File: src/rtl/game_state_tracker.sv
// Per-player board spot and score tracker with handshaked updates, sequential
// double-dabble BCD of the active player's score, and a sequential winner scan.
module game_state_tracker #(
  parameter int unsigned NUM_PLAYERS = 4,
  parameter int unsigned NUM_SPOTS   = 24,
  parameter int unsigned SPOT_W      = 5,
  parameter int unsigned MOVE_W      = 4,
  parameter int unsigned DELTA_W     = 9,
  parameter int unsigned SCORE_W     = 14,
  parameter int unsigned SCORE_MAX   = 9999,
  parameter int unsigned LAP_BONUS   = 20,
  localparam int unsigned PW         = (NUM_PLAYERS > 1) ? $clog2(NUM_PLAYERS) : 1
) (
  input  logic               clk,
  input  logic               resetn,
  input  logic               new_game,
  input  logic               upd_valid,
  output logic               upd_ready,
  input  logic [MOVE_W-1:0]  upd_moves,
  input  logic [DELTA_W-1:0] upd_delta,
  input  logic               upd_neg,
  input  logic               upd_end_turn,
  input  logic               win_req,
  output logic               win_valid,
  output logic [PW-1:0]      win_player,
  output logic [SCORE_W-1:0] win_score,
  output logic [PW-1:0]      cur_turn,
  output logic [SPOT_W-1:0]  cur_spot,
  output logic [SCORE_W-1:0] cur_score,
  output logic [15:0]        bcd,
  output logic               bcd_valid
);

  localparam int unsigned SUM_W = SPOT_W + 1;
  localparam int unsigned SW2   = SCORE_W + 2;
  localparam int unsigned CNT_W = $clog2(SCORE_W);

  typedef enum logic [1:0] {IDLE, APPLY, BCD, SCAN} state_t;

  state_t state, state_n;

  logic [SPOT_W-1:0]  spot_q  [NUM_PLAYERS];
  logic [SCORE_W-1:0] score_q [NUM_PLAYERS];
  logic               pending_q;
  logic [MOVE_W-1:0]  moves_q;
  logic [DELTA_W-1:0] delta_q;
  logic               neg_q;
  logic               end_q;
  logic [SCORE_W-1:0] bin_q;
  logic [15:0]        dd_q;
  logic [CNT_W-1:0]   cnt_q;
  logic [PW-1:0]      scan_idx_q;
  logic [PW-1:0]      best_idx_q;
  logic [SCORE_W-1:0] best_score_q;

  logic               accept;
  logic [PW-1:0]      next_turn;
  logic [SUM_W-1:0]   sum;
  logic               wrap;
  logic [SPOT_W-1:0]  new_spot;
  logic [SW2-1:0]     s_sum;
  logic [SCORE_W-1:0] new_score;
  logic [SCORE_W-1:0] conv_src;
  logic [15:0]        dd_adj;
  logic [15:0]        dd_next;
  logic               bcd_last;
  logic [SCORE_W-1:0] scan_score;
  logic               scan_take;
  logic               scan_last;

  assign upd_ready = (state == IDLE) && !new_game;
  assign accept    = upd_valid && upd_ready;
  assign cur_spot  = spot_q[cur_turn];
  assign cur_score = score_q[cur_turn];

  // Move/score arithmetic for the active player, evaluated while in APPLY.
  always_comb begin
    next_turn = (cur_turn == PW'(NUM_PLAYERS - 1)) ? '0 : cur_turn + PW'(1);
    sum       = SUM_W'(spot_q[cur_turn]) + SUM_W'(moves_q);
    wrap      = (sum >= SUM_W'(NUM_SPOTS));
    new_spot  = wrap ? SPOT_W'(sum - SUM_W'(NUM_SPOTS)) : SPOT_W'(sum);
    s_sum     = SW2'(score_q[cur_turn]) + (wrap ? SW2'(LAP_BONUS) : '0);
    s_sum     = neg_q ? s_sum - SW2'(delta_q) : s_sum + SW2'(delta_q);
    if (s_sum[SW2-1])
      new_score = '0;
    else if (s_sum > SW2'(SCORE_MAX))
      new_score = SCORE_W'(SCORE_MAX);
    else
      new_score = s_sum[SCORE_W-1:0];
    // After an end-of-turn update the displayed score belongs to the next player.
    conv_src  = end_q ? score_q[next_turn] : new_score;
  end

  // One double-dabble step: add 3 to digits >= 5, then shift the next bit in.
  always_comb begin
    dd_adj = dd_q;
    for (int k = 0; k < 4; k++) begin
      if (dd_q[4*k +: 4] >= 4'd5)
        dd_adj[4*k +: 4] = dd_q[4*k +: 4] + 4'd3;
    end
    dd_next  = {dd_adj[14:0], bin_q[SCORE_W-1]};
    bcd_last = (state == BCD) && (cnt_q == CNT_W'(SCORE_W - 1));
  end

  always_comb begin
    scan_score = score_q[scan_idx_q];
    scan_take  = (scan_idx_q == '0) || (scan_score > best_score_q);
    scan_last  = (state == SCAN) && (scan_idx_q == PW'(NUM_PLAYERS - 1));
  end

  always_ff @(posedge clk or negedge resetn) begin
    if (!resetn) state <= IDLE;
    else         state <= state_n;
  end

  always_comb begin
    state_n = state;
    if (new_game) begin
      state_n = IDLE;
    end else begin
      unique case (state)
        IDLE:  if (accept) state_n = APPLY;
               else if (pending_q) state_n = SCAN;
        APPLY: state_n = BCD;
        BCD:   if (bcd_last) state_n = IDLE;
        SCAN:  if (scan_last) state_n = IDLE;
        default: state_n = IDLE;
      endcase
    end
  end

  always_ff @(posedge clk or negedge resetn) begin
    if (!resetn) begin
      for (int i = 0; i < NUM_PLAYERS; i++) begin
        spot_q[i]  <= '0;
        score_q[i] <= '0;
      end
      cur_turn     <= '0;
      pending_q    <= 1'b0;
      moves_q      <= '0;
      delta_q      <= '0;
      neg_q        <= 1'b0;
      end_q        <= 1'b0;
      bin_q        <= '0;
      dd_q         <= '0;
      cnt_q        <= '0;
      scan_idx_q   <= '0;
      best_idx_q   <= '0;
      best_score_q <= '0;
      bcd          <= '0;
      bcd_valid    <= 1'b1;
      win_valid    <= 1'b0;
      win_player   <= '0;
      win_score    <= '0;
    end else if (new_game) begin
      for (int i = 0; i < NUM_PLAYERS; i++) begin
        spot_q[i]  <= '0;
        score_q[i] <= '0;
      end
      cur_turn   <= '0;
      pending_q  <= 1'b0;
      bcd        <= '0;
      bcd_valid  <= 1'b1;
      win_valid  <= 1'b0;
      win_player <= '0;
      win_score  <= '0;
    end else begin
      win_valid <= 1'b0;
      if (win_req) pending_q <= 1'b1;
      unique case (state)
        IDLE: begin
          if (accept) begin
            moves_q <= upd_moves;
            delta_q <= upd_delta;
            neg_q   <= upd_neg;
            end_q   <= upd_end_turn;
          end else if (pending_q) begin
            pending_q  <= 1'b0;
            scan_idx_q <= '0;
          end
        end
        APPLY: begin
          spot_q[cur_turn]  <= new_spot;
          score_q[cur_turn] <= new_score;
          if (end_q) cur_turn <= next_turn;
          bin_q     <= conv_src;
          dd_q      <= '0;
          cnt_q     <= '0;
          bcd_valid <= 1'b0;
        end
        BCD: begin
          bin_q <= {bin_q[SCORE_W-2:0], 1'b0};
          dd_q  <= dd_next;
          cnt_q <= cnt_q + CNT_W'(1);
          if (bcd_last) begin
            bcd       <= dd_next;
            bcd_valid <= 1'b1;
          end
        end
        SCAN: begin
          if (scan_take) begin
            best_idx_q   <= scan_idx_q;
            best_score_q <= scan_score;
          end
          scan_idx_q <= scan_idx_q + PW'(1);
          if (scan_last) begin
            win_player <= scan_take ? scan_idx_q : best_idx_q;
            win_score  <= scan_take ? scan_score : best_score_q;
            win_valid  <= 1'b1;
          end
        end
        default: ;
      endcase
    end
  end

endmodule

File: config.mk
export PLATFORM = sky130hd
export DESIGN_NAME = game_state_tracker
export DESIGN_NICKNAME = d
export VERILOG_FILES = /design/src/rtl/game_state_tracker.sv
export SDC_FILE = /design/constraint.sdc
export NUM_CORES = 1
export LEC_CHECK = 0
export BUFFER_PORTS_ARGS = -buffer_cell sky130_fd_sc_hd__buf_2
export CORE_MARGIN = 5
export CORE_UTILIZATION = 55
export CTS_CLUSTER_DIAMETER = 60
export DETAILED_ROUTE_END_ITERATION = 6
export PLACE_DENSITY = 0.78
export SYNTH_ARGS = -nofsm -noshare
export SYNTH_HDL_FRONTEND = slang
export SYNTH_SLANG_ARGS = --single-unit
File: constraint.sdc
create_clock -name clk -period 6.29 [get_ports clk]
set_clock_uncertainty 0.2 [all_clocks]
set_input_delay 1.258 -clock clk [delete_from_list [all_inputs] [get_ports clk]]
set_output_delay 1.258 -clock clk [all_outputs]
set_load 0.05 [all_outputs]
# --- Word level (Yosys, flattened, before mapping) ---
# Index checks and enable logic that the tools add are counted.
classes:
  addsub: 12
  n_lt_le_gt_ge: 11
  n_eq_ne: 11
  mux: 70
  bitwise_logic: 4
  reduce_logical: 27
op_table:
  columns: ["operator", "count"]
  rows:
  - ["two-way mux 14 bit", 14]
  - ["two-way mux 56 bit", 2]
  - ["binary-select mux 14 bit (select 2 bit)", 3]
  - ["two-way mux 16 bit", 4]
  - ["bitwise mux 56 bit", 1]
  - ["two-way mux 20 bit", 2]
  - ["one-hot mux 16 bit (2 select lines)", 1]
  - ["two-way mux 2 bit", 15]
  - ["demux 14 bit (select 2 bit)", 1]
  - ["one-hot mux 14 bit (2 select lines)", 1]
  - ["two-way mux 5 bit", 5]
  - ["bitwise mux 20 bit", 1]
  - ["adder 15 x 9 -> 16 bit", 1]
  - ["greater-or-equal comparator 4 x 3 -> 1 bit (second input constant)", 4]
  - ["> comparator 16 x 14 -> 1 bit (second input constant)", 1]
  - ["nonzero test 2 bit", 8]
  - ["subtractor 15 x 9 -> 16 bit", 1]
  - ["adder 14 x 5 -> 15 bit", 1]
  - ["> comparator 14 bit", 1]
  - ["adder 4 x 2 -> 4 bit (second input constant)", 3]
  - ["two-way mux 4 bit", 3]
  - ["AND reduction 2 bit", 6]
  - ["binary-select mux 5 bit (select 2 bit)", 1]
  - ["demux 5 bit (select 2 bit)", 1]
  - ["other kinds (29)", 54]
word_totals:
  register_bits: 182
  in_bits: 20
  out_inout_bits: 56
  elab_cells: 161

# --- Depth between registers and ports, before layout ---
logic_depth:
  word_depth: 16
  ltp_mapped: 28
  depth_no_buf: 22

# --- Least setup slack after synthesis ---
# Ideal clock, no wire load.
synth_path:
  path_kind: "reg-to-reg"
  from: "reg cur_turn[0]"
  to: "reg score_q[10] (netlist name)"
  arrival_ps: 6943
  required_time_ps: 5969
  slack_ps: -974
  stages_incl_launch_ff: 25
  cell_sequence: "dfrtp_1 clkbuf_1 buf_2 buf_1 mux4_2 ha_1 fa_1 a21o_1 a21oi_1 xnor2_1 nand3_1 nand3_1 ha_1 a31oi_1 nor2_1 xor2_1 ha_1 a21oi_1 o21ai_0 a221o_1 or3_1 a221oi_2 buf_6 nand3_2 a22o_1"
synth_via:
  elab_chain_cells: 16
  elab_cells_between_ends: 25
synth_lines:
  columns: ["element", "line", "source"]
  rows:
  - ["start: declaration", "27", "output logic [PW-1:0] cur_turn,"]
  - ["start signal: assignment", "185", "if (end_q) cur_turn <= next_turn;"]
  - ["NOT 2 -> 3 bit (*)", null, null]
  - ["binary-select mux 5 bit (select 2 bit) (*)", null, null]
  - ["two-way mux 5 bit (*) (2 in a row)", null, null]
  - ["via cur_spot[0]", "28", "output logic [SPOT_W-1:0] cur_spot,"]
  - ["adder 5 x 4 -> 6 bit (*)", "79", "sum = SUM_W'(spot_q[cur_turn]) + SUM_W'(moves_q);"]
  - ["greater-or-equal comparator 6 x 5 -> 1 bit (*)", "80", "wrap = (sum >= SUM_W'(NUM_SPOTS));"]
  - ["two-way mux 5 bit (*)", "82", "s_sum = SW2'(score_q[cur_turn]) + (wrap ? SW2'(LAP_BONUS) : '0);"]
  - ["adder 14 x 5 -> 15 bit (*)", "82", null]
  - ["adder 15 x 9 -> 16 bit or subtractor 15 x 9 -> 16 bit (tied branches)", "83", "s_sum = neg_q ? s_sum - SW2'(delta_q) : s_sum + SW2'(delta_q);"]
  - ["two-way mux 16 bit (*)", "83", null]
  - ["> comparator 16 x 14 -> 1 bit", "86", "else if (s_sum > SW2'(SCORE_MAX))"]
  - ["two-way mux 14 bit", "86", null]
  - ["two-way mux 14 bit (*)", "84", "if (s_sum[SW2-1])"]
  - ["bitwise mux 56 bit (*)", "184", "score_q[cur_turn] <= new_score;"]
  - ["two-way mux 56 bit (*)", "170", "unique case (state)"]
  - ["two-way mux 56 bit (*)", "155", "end else if (new_game) begin"]
  - ["end signal: indexed assignment", "184", null]
  - ["end: declaration", "43", "logic [SCORE_W-1:0] score_q [NUM_PLAYERS];"]
# Mark *: on every way through the listed nets, which the timed path passes. The rest lies on a longest branch. The select of a mux whose other input is x is not followed.
# A chain may end at the register's enable or synchronous reset.

# --- Worst setup path in the final report ---
layout_path:
  from: "reg cur_turn[0]"
  to: "reg bin_q[5]"
layout_via:
  elab_chain_cells: 15
  elab_cells_between_ends: 26
layout_lines:
  columns: ["element", "line", "source"]
  rows:
  - ["NOT 2 -> 3 bit (not written as such)", "79, 82", null]
  - ["binary-select mux 5 bit (select 2 bit)", "79", null]
  - ["two-way mux 5 bit (not written as such) (2 in a row)", "79", null]
  - ["adder 5 x 4 -> 6 bit", "79", null]
  - ["greater-or-equal comparator 6 x 5 -> 1 bit", "80", null]
  - ["two-way mux 5 bit", "82", null]
  - ["adder 14 x 5 -> 15 bit", "82", null]
  - ["adder 15 x 9 -> 16 bit or subtractor 15 x 9 -> 16 bit (tied branches)", "83", null]
  - ["two-way mux 16 bit", "83", null]
  - ["> comparator 16 x 14 -> 1 bit", "86", null]
  - ["two-way mux 14 bit", "86", null]
  - ["two-way mux 14 bit", "84", null]
  - ["two-way mux 14 bit (*)", "91", "conv_src = end_q ? score_q[next_turn] : new_score;"]
  - ["one-hot mux 14 bit (2 select lines) (*)", "170", null]
  - ["end signal: assignment", "186", "bin_q <= conv_src;"]
  - ["end signal: assignment", "192", "bin_q <= {bin_q[SCORE_W-2:0], 1'b0};"]
  - ["end: declaration", "49", "logic [SCORE_W-1:0] bin_q;"]
# Every way passes the cells marked *; elsewhere a longest branch is shown, timed or not. The select of a mux whose other input is x is not followed.

==> reports/results.tsv <==
metric	value	unit
vias	9194	
flops & latches, synth	182	
H-tree depth	4	
Remaining DRCs	0	
antenna fix cells	0	
total grt overflow	0	
Clock Path Buffers	2	
Highest Clock Rate	166	MHz
synth cell count leaders	dfrtp_1, nand2_1, nor2_1	
worst-path cell chain	mux4_2, ha_4, fa_2, a21o_1, a21oi_2, xnor2_2, nand3_1, nand3_1, ha_2, ha_2, a21o_1, nand2_1, xnor2_1, ha_1, a21oi_1, nand2b_1, o211ai_1, a211oi_1, a21oi_1, buf_4, nand2_1, or4_4, o22ai_2	
Seq/Total Area, Yosys	0.410	
Worst Tran Pin Value	1.15	ns
CTS tree	done	
IO buf count	75	
Max VDD drop	0.369	mV
# IOs	76	
combinational group share of total power	0.567	
worst setup path start	cur_turn[0]	
area leader, netlist	dfrtp_1	
Routed WL	29.8	mm
status	finished, final reports clean	
width of the die	152	microns
Layout Area Growth over Synthesis	12.2	%
# rows	52	
clock sinks	182	
crit path kind	flip-flop to flip-flop	
Inst Count DP	1430	
Unique masters post-synth	65	
CP startpoint kind	flip-flop	
post-synthesis async set-or-reset flop share	1.00	
initial antenna violation count	0	
pre-CTS setup slack	0.268	ns
die height	152	microns
Crit. End Element	flip-flop	
Initial Util	0.554	
vias per cell	6.27	
Max Slew Vio Count	0	
Max stage delay cell, worst path	mux4_2	
most frequent cell after synthesis	dfrtp_1	
Post-synth EDFFs	0	
Tot GR Track Use	0.259	
DR iter-0 viols	967	
synthesized area	0.0111	sq mm
drt first pass iters	6	
fin crit share	0.959	
Top FF cell, synth	dfrtp_1	
Detail Route Antenna Nets	0	
Pwr Density	502	mW/mm^2
Avg WL per Cell	20.3	microns
Final #Nets	1264	
cts hold-fix bufs	0	
share of the synthesized area in the top cell type	0.408	
Slew headroom	0.232	
worst hold path class	flip-flop to flip-flop	
CTS clk-pin slew, worst paths	0.07	ns
CTS Buf Count	17	
layout cells sized above 1	0.196	
Post-Syn Instances	1130	
clk root buf	clkbuf_16	
worst-path maximum fanout	12	
Yosys warnings	0	
P_leak	5.56	nW
total chip power	6.25	mW
syn_area_per_cell	9.82	sq um
worst flop-to-flop path startpoint	cur_turn[0]	
largest net degree at the start of global routing	97	
Final min period	6.04	ns
non-filler cells, final	1467	
Switching Fraction	0.473	
die area	0.0231	sq mm
Fin. Hold Viols	0	
first-pass GRT wire length	48.6	mm
HP Start	win_score[7]	
min setup slack post-route	0.255	ns
internal power	3.30	mW
vias in the first global route	9160	
Core ar.	0.0200	sq mm
Critical Path AT	6.19	ns
Final Setup Violations	0	
gpl congestion	0.937	
Synth Net Count	1210	
Max stage delay on crit path	0.56	ns
P_sw	2.96	mW
max-cap violations	0	
clock share of power	0.178	
worst-skew pair later-pin latency	0.44	ns
Post-DP HPWL	21.2	mm
Seq pwr share	0.254	
top cells by area, synth	dfrtp_1, mux4_2, ha_1	
CP required	6.44	ns
-- logic make-up after synthesis --
kind of cell,synth area share
and+or+nand+nor,0.150
AOI/OAI and AO/OA,0.161
DFF,0.410
buffers and inverters,0.0400
muxes,0.144
adders and majority gates,0.0690
xor gates and xnor gates,0.0260
-- registers in the layout, indices dropped and copies added, names as in the netlist --
register      count
win_valid         1
pending_q         1
score_q          56
dd_q             16
win_score        14
state             2
bcd              16
end_q             1
bin_q            14
bcd_valid         1
best_score_q     14
neg_q             1
spot_q           20
scan_idx_q        2
delta_q           9
cur_turn          2
cnt_q             4
win_player        2
moves_q           4
best_idx_q        2
-- worst max-delay path, delay by kind of cell (launching register included) --
kind | cells | cell delay, ns
muxes | 1 | 0.56
adders and majority gates | 5 | 1.32
DFF | 1 | 0.44
AOI/OAI and AO/OA | 8 | 1.75
buffers and inverters | 1 | 0.21
xor gates and xnor gates | 2 | 0.31
and+or+nand+nor | 6 | 1.17
-- power groups by stage --
| stage | clock network, mW | registers, mW | logic [mW] |
|---|---|---|---|
| final | 1.11 | 1.59 | 3.55 |
| after detailed placement | 0 | 1.61 | 3.36 |
| after CTS | 1.13 | 1.59 | 3.38 |
| after global routing | 1.17 | 1.62 | 3.82 |
| after floorplan | 0 | 1.52 | 2.56 |
| after global placement | 0 | 1.59 | 3.30 |
-- worst paths after layout --
| check | endpoint | slack [ns] | cells after the start |
|---|---|---|---|
| setup reg to reg | bin_q[5] | 0.25 | 23 |
| max in group asynchronous | delta_q[8] | 4.03 | 2 |
| hold reg to reg | win_score[7] | 0.28 | 2 |
| min in group asynchronous | win_score[4] | 0.71 | 1 |
| hold / removal | win_score[7] | 0.28 | 2 |
| setup / recovery | bin_q[5] | 0.25 | 23 |
-- repair_timing --
item | in CTS | in global routing
setup buffers | 0 | 4
endpoints found under the setup margin | 0 | 59
resized for setup | 0 | 9
-- placed cells by master, fill, tap and decap left out, types with 3 or more instances in the layout --
cell,count
a211oi_1,22
a21o_1,15
a21oi_1,62
a21oi_2,3
a221oi_1,12
a22o_1,8
a31oi_1,3
a32oi_1,17
and2_1,5
and3_1,9
and4_1,7
buf_2,75
buf_4,17
clkbuf_16,17
dfrtp_1,179
ha_1,54
ha_2,3
inv_1,48
inv_6,5
inv_8,3
mux2_2,31
mux2i_1,19
mux4_2,47
nand2_1,151
nand2b_1,8
nand3_1,15
nand4_1,15
nor2_1,115
nor2b_1,10
nor3_1,17
o21ai_0,90
o22ai_1,7
o22ai_2,3
o31ai_1,4
or3_1,6
xnor2_1,20
xor2_1,12
-- through the flow --
step	area, sq um	setup TNS [ns]	hold WS (ns)	utilization
4_1_cts	12300	0	0.281	0.616
3_3_place_gp	11700	0	0.256	0.586
5_1_grt	12500	-0.229	0.293	0.621
3_5_place_dp	11700	0	0.265	0.586
2_1_floorplan	11200	0	0.245	-
6_report	12500	0	0.275	0.621
-- area by class of cell --
cell class,instances,area (sq um)
fill,1645,7590
multi-input combinational,839,6200
sequential,182,4560
timing repair buffer,96,568
clock buffer,17,425
tap,270,338
clock inverter,15,184
inverter,48,180
-- metal layers --
| metal | up-vias | GRT usage | routed length [microns] |
|---|---|---|---|
| met2 | 359 | 0.415 | 14300 |
| met5 | - | 0 | 0 |
| li1 | 4214 | - | - |
| met3 | 71 | 0.0597 | 2450 |
| met1 | 4550 | 0.338 | 12000 |
| met4 | 0 | 0.121 | 1150 |
Note: power is estimated with default switching activity, not from simulation.
